<file path="src/rtl/instr_fetch_unit.sv">
// Fetch stage: owns the PC, fetches one instruction at a time over req/ready/rvalid and holds it for decode.
// Optional macro FETCH_MISALIGN_TRAP_EN adds fetch_fault and a HALT state on misaligned next PC.
module instr_fetch_unit #(
  parameter int              XLEN     = 32,
  parameter logic [XLEN-1:0] RESET_PC = '0
) (
  input  logic            clk,
  input  logic            reset,
  output logic            imem_req,
  output logic [XLEN-1:0] imem_addr,
  input  logic            imem_ready,
  input  logic            imem_rvalid,
  input  logic [31:0]     imem_rdata,
  input  logic            retire,
  input  logic            Branch,
  input  logic            br_taken,
  input  logic            Con_Jal,
  input  logic            Con_Jalr,
  input  logic [XLEN-1:0] imm,
  input  logic [XLEN-1:0] alu_result,
  output logic [31:0]     instr,
  output logic [6:0]      opcode,
  output logic            instr_valid,
  output logic [XLEN-1:0] pc,
  output logic [XLEN-1:0] pc_plus4
`ifdef FETCH_MISALIGN_TRAP_EN
  ,
  output logic            fetch_fault
`endif
);

  localparam logic [31:0] NOP = 32'h0000_0013;

`ifdef FETCH_MISALIGN_TRAP_EN
  typedef enum logic [1:0] {S_REQ, S_WAIT, S_HOLD, S_HALT} state_t;
`else
  typedef enum logic [1:0] {S_REQ, S_WAIT, S_HOLD} state_t;
`endif

  state_t          state;
  logic [XLEN-1:0] target;
  logic [XLEN-1:0] next_pc;

  assign imem_addr = pc;
  assign opcode    = instr[6:0];
  assign pc_plus4  = pc + XLEN'(4);

  always_comb begin
    target = pc_plus4;
    if (Con_Jalr)
      target = alu_result & ~XLEN'(1);
    else if (Con_Jal || (Branch && br_taken))
      target = pc + imm;
  end

`ifdef FETCH_MISALIGN_TRAP_EN
  assign next_pc = target;
`else
  // Without the trap, low bits are silently dropped so fetches stay word aligned.
  assign next_pc = target & ~XLEN'(3);
`endif

  // imem_req is registered: it stays low through reset and rises on the first clock after release.
  always_ff @(posedge clk or posedge reset) begin
    if (reset) begin
      state       <= S_REQ;
      pc          <= RESET_PC;
      instr       <= NOP;
      instr_valid <= 1'b0;
      imem_req    <= 1'b0;
`ifdef FETCH_MISALIGN_TRAP_EN
      fetch_fault <= 1'b0;
`endif
    end else begin
      case (state)
        S_REQ: begin
          if (!imem_req) begin
            imem_req <= 1'b1;
          end else if (imem_ready) begin
            imem_req <= 1'b0;
            state    <= S_WAIT;
          end
        end
        S_WAIT: begin
          if (imem_rvalid) begin
            instr       <= imem_rdata;
            instr_valid <= 1'b1;
            state       <= S_HOLD;
          end
        end
        S_HOLD: begin
          if (retire) begin
            pc          <= next_pc;
            instr_valid <= 1'b0;
`ifdef FETCH_MISALIGN_TRAP_EN
            if (next_pc[1:0] != 2'b00) begin
              fetch_fault <= 1'b1;
              state       <= S_HALT;
            end else begin
              imem_req <= 1'b1;
              state    <= S_REQ;
            end
`else
            imem_req <= 1'b1;
            state    <= S_REQ;
`endif
          end
        end
`ifdef FETCH_MISALIGN_TRAP_EN
        S_HALT: state <= S_HALT;
`endif
        default: begin
          imem_req <= 1'b0;
          state    <= S_REQ;
        end
      endcase
    end
  end

endmodule

</file>
<file path="config.mk">
export PLATFORM = sky130hd
export DESIGN_NAME = instr_fetch_unit
export DESIGN_NICKNAME = d
export VERILOG_FILES = /design/src/rtl/instr_fetch_unit.sv
export SDC_FILE = /design/constraint.sdc
export NUM_CORES = 1
export LEC_CHECK = 0
export CAP_MARGIN = 20
export CORE_MARGIN = 5
export CORE_UTILIZATION = 40
export CTS_CLUSTER_DIAMETER = 200
export DETAILED_ROUTE_END_ITERATION = 16
export HOLD_SLACK_MARGIN = 0.15
export PLACE_DENSITY = 0.77
export REMOVE_ABC_BUFFERS = 1
export SLEW_MARGIN = 10
export SYNTH_ARGS = -nofsm -noshare
export SYNTH_HDL_FRONTEND = slang
export SYNTH_SLANG_ARGS = --single-unit
export TNS_END_PERCENT = 20
</file>
<file path="constraint.sdc">
create_clock -name clk -period 5.8 [get_ports clk]
set_clock_uncertainty 0.05 [all_clocks]
set_input_delay 0.87 -clock clk [delete_from_list [all_inputs] [get_ports clk]]
set_output_delay 0.87 -clock clk [all_outputs]
set_load 0.02 [all_outputs]
</file>
=== Word-level counts from Yosys, hierarchy flattened ===
Cells that the tools add are included.

* Register bits after elaboration: 66
* Bits in latches: 0
* Bits in writable memories: 0
* Bits in read-only memories: 0
* Output and inout port bits: 137
* Word-level logic and storage cells: 37
* Memories: 0

* Add/subtract/negate cells: 2
* Multipliers: 0
* Div/mod/pow operators: 0
* $lt $le $gt $ge: 0
* Eq/ne operators: 6
* Shifts and indexed selects: 0
* Mux-type cells: 14
* Bitwise gates (word level): 1
* Reductions and logical operators: 9

{| class="wikitable"
|+ Operators by type and width
! kind !! count
|-
| 32-bit 2-to-1 mux || 2
|-
| 32-bit by 3-bit adder with 32-bit output (second input constant) || 1
|-
| 32-bit adder || 1
|-
| 2-bit 2-to-1 mux || 4
|-
| 2-bit inequality test (second input constant) || 4
|-
| 2-bit case mux with 3 select lines || 1
|-
| 2-bit AND reduction || 3
|-
| 1-bit 2-to-1 mux || 5
|-
| 4-bit AND reduction || 1
|-
| 1-bit case mux with 3 select lines || 1
|-
| 3-bit AND reduction || 1
|-
| 2-bit by 1-bit equality test with 1-bit output (second input constant) || 1
|-
| 2-bit equality test (second input constant) || 1
|-
| 2-bit logical NOT || 1
|-
| 1-bit case mux with 2 select lines || 1
|-
| 2-bit nonzero test || 1
|-
| 1-bit logical AND || 1
|-
| 1-bit logical OR || 1
|-
| 1-bit inverter || 1
|}

=== Logic depth before layout (Yosys ltp) ===
* Depth in word-level cells: 4
* Depth in mapped cells: 10
* Gate-level depth less buffers: 10

=== Worst setup path after synthesis ===
Ideal clock, no wire load.

* Path type: in2reg
* Start: input port imm[2]
* End: register pc[26] (netlist: imem_addr[26])
* Arrival time: 3143 ps
* Required time: 5608 ps
* Path slack: 2465 ps
* Cell stages on the path: 10
* Path buffers: 0
* Cells stage by stage: ha_1 > fa_1 > a21o_1 > a221o_1 > o211ai_1 > o211ai_1 > a221o_1 > a31oi_1 > xor2_1 > o221ai_1

* Cells in the longest elaborated chain, start to end: 3

{| class="wikitable"
|+ RTL lines
! what !! line !! RTL
|-
| from (decl) || 19 || <nowiki>input logic [XLEN-1:0] imm,</nowiki>
|-
| 32-bit adder || 53 || <nowiki>target = pc + imm;</nowiki>
|-
| 32-bit 2-to-1 mux || 52 || <nowiki>else if (Con_Jal || (Branch && br_taken))</nowiki>
|-
| 32-bit 2-to-1 mux || 50 || <nowiki>if (Con_Jalr)</nowiki>
|-
| to (signal assigned) || 93 || <nowiki>pc <= next_pc;</nowiki>
|-
| to (decl) || 24 || <nowiki>output logic [XLEN-1:0] pc,</nowiki>
|}

No other way between the ends.
A chain may end at the register's enable or synchronous reset.

=== Final worst setup path ===
* Start: register pc[3] (netlist: imem_addr[3])
* End: output port pc_plus4[23]

* Cells in the longest elaborated chain, start to end: 1

{| class="wikitable"
|+ RTL lines
! what !! line !! RTL
|-
| 32-bit by 3-bit adder with 32-bit output || 46 || <nowiki>assign pc_plus4 = pc + XLEN'(4);</nowiki>
|-
| to (decl) || 25 || <nowiki>output logic [XLEN-1:0] pc_plus4</nowiki>
|}

No other way between the ends.

==> results.json <==
{
  "path_max_fanout": 8,
  "hold_path_class": "reg2reg",
  "rows": 42,
  "synth_edf_count": 0,
  "dr_total_vias": 5566,
  "drive_above_1_share_pct": 8.97,
  "synth_area_per_cell_sq_um": 8.75,
  "viasPerCell": 5.62,
  "grt_pass1_vias": 5571,
  "multi_input_area_sq_um": 3350,
  "critPathLaunchType": "flop",
  "synth.most_common_cell": "dfrtp_1",
  "nets": 945,
  "synth_common_cells": "63 x dfrtp_1, 49 x nor2_1, 48 x nand2_1",
  "place_ws_ns": 1.66,
  "crit_arrival_ns": 3.27,
  "max_freq_mhz": 239,
  "drt-initial-drc-count": 328,
  "synth_cell_types": 66,
  "area.growth.synth_to_final_pct": 45.2,
  "gr-total-overflow": 0,
  "yosys.area.top_type": "dfrtp_1",
  "async_reset_ff_share_pct": 100,
  "num-fill-cells": 1153,
  "portBuffers": 231,
  "synth_area_leaders": "dfrtp_1 29%, mux2_2 7.0%, ha_1 6.9%",
  "cp.required_ns": 4.88,
  "route.met3.wl_um": 1290,
  "start_util_pct": 41.1,
  "p_per_area_nw_per_um2": 578,
  "highest_layer": "met4",
  "core_region_area_sq_um": 13300,
  "netlist.area_leader.share_pct": 28.9,
  "antenna_found_initial": 0,
  "die_x_um": 127,
  "dieArea_sq_um": 16100,
  "cp_slowest_cell": "clkdlybuf4s50_1",
  "crit_chain": "nand4_1 -> or3_1 -> nor2_1 -> nand2_1 -> nor2_1 -> xor2_1 -> clkdlybuf4s50_1",
  "drt-wirelength-per-cell_um": 19.1,
  "synth_seq_area_share_pct": 30.3,
  "firstDrtPassIters": 5,
  "worst_pin_slew_ns": 0.887,
  "outcome": "completed",
  "drc_errors": 0,
  "netlist_instances": 624,
  "drt-met1-wl_um": 8310,
  "grt_pass1_wl_um": 29700,
  "place_hpwl_um": 14200,
  "fin_ws_ns": 1.61,
  "clock_latency_ns": 0.33,
  "finalCritPeriodShare_pct": 72.3,
  "slowest_delay_ns": 0.63,
  "rsz0062_at_grt": "no",
  "syn_area_sq_um": 5460,
  "grt_usage_pct": 22.6,
  "drtAntennaViolNets": 0,
  "wl_met2_um": 9020,
  "grt_max_degree": 67,
  "post_cts_resized": 0,
  "maxCapViolations": 0,
  "post-route-min-period_ns": 4.19,
  "clock_tree.buffer_depth": 2,
  "clockRootBuffer": "clkbuf_16",
  "leakagePower_nw": 3.28,
  "wirelength_um": 18900,
  "numCtsBuffers": 9,
  "die_h_um": 127,
  "ys.warnings.count": 0,
  "crit_top_cell": "nor2_1",
  "ioPinCount": 242,
  "slew_headroom_pct": 40.9,
  "htreeDepth": 3,
  "ys_seq_elements": 66,
  "peakVddDrop_mv": 0.327,
  "place_inst": 974,
  "gp_congestion": 0.887,
  "hold_slack_ns": 0.425,
  "worstSetupEndpointType": "primary output",
  "cts.sinks": 66,
  "setup_tns_ns": 0,
  "clkTransAtPathRegs_ns": 0.07,
  "cts_hold_buffers": 0,
  "layoutNonFillerInstCount": 990,
  "tritoncts": "built",
  "synthFlopType": "dfrtp_1",
  "diodes": 0,
  "finalMaxSlewViolations": 0,
  "worstSetupPathType": "reg2out",
  "finalSetupViolCount": 0,
  "cts_setup_buffers": 0,
  "hold_viol_final": 0,
  "ff_latch_area_sq_um": 1660
}
sequential cells by signal (all words and copies together) (netlist names):
name,count
instr,32
imem_addr,30
state,2
imem_req,1
instr_valid,1
metrics by stage:
| step | power (W) | instance area (sq um) | utilization (%) |
|---|---|---|---|
| floorplan | 0.00272 | 5060 | - |
| global placement | 0.00398 | 7650 | 57.5 |
| detailed placement | 0.00404 | 7650 | 57.5 |
| CTS | 0.00460 | 7930 | 59.7 |
| global route | 0.00487 | 7930 | 59.7 |
| finish | 0.00459 | 7930 | 59.7 |
cells by family after synthesis:
group | Yosys count | synth area share, %
mux | 36 | 7.38
buf+inv | 84 | 8.73
xor+xnor | 51 | 8.18
flops | 66 | 30.3
other cells | 1 | 0.0686
fa+ha+maj | 31 | 7.24
compound gates | 175 | 21.7
simple gates | 180 | 16.4
path summary, 6_finish.rpt:
check                                   from       endpoint  slack, ns  cells after the start
worst max-delay path            imem_addr[3]   pc_plus4[23]       1.61                      7
worst min-delay path             instr_valid    instr_valid       0.42                      2
worst max register to register  imem_addr[2]  imem_addr[26]       2.34                     10
worst min register to register   instr_valid    instr_valid       0.42                      2
max in group asynchronous              reset  imem_addr[12]       4.01                      3
min in group asynchronous              reset       instr[8]       1.12                      3
layout by cell type (no fill, tap or decap), drive strengths merged, types with 7 or more instances in the layout:
master         netlist  final
and4                 7      7
o211ai               8      8
a31oi                7      7
o21ai               41     41
and3                 9      9
nand2               48     48
xor2                26     26
nor3                11     11
a21o                12     12
ha                  30     30
o22ai                7      7
a21oi               39     39
nor2                49     49
dfrtp               63     63
buf                 45      7
inv                 15     18
xnor2               25     25
clkbuf              24      9
nand3               23     23
o21a                 7      7
mux2                34     34
clkdlybuf4s50        0    231
routing by layer:
layer | vias to the layer above | GRT usage, %
met4 | 0 | 6.18
met3 | 26 | 4.12
met5 | - | 0
li1 | 2615 | -
met1 | 2668 | 29.4
met2 | 257 | 38.6
critical path: cells and delay by family, from the launching register on:
kind                      cells  cell delay, ns
DFF                           1            0.52
xor gates and xnor gates      1            0.19
and+or+nand+nor               5            1.60
buffers and inverters         1            0.63
layout make-up:
type,instances,area share [%]
inverter,15,0.710
timing repair buffer,238,29.8
tap,176,2.78
clock buffer,9,2.84
sequential,66,20.9
clock inverter,7,0.773
multi-input combinational,479,42.2
power breakdown:
group          total [W]  switching, W  internal (W)
clock           0.000527      0.000230      0.000297
combinational    0.00305       0.00159       0.00146
sequential       0.00101      0.000316      0.000695
total            0.00459       0.00214       0.00245
Power figures use the tool's default switching activity.
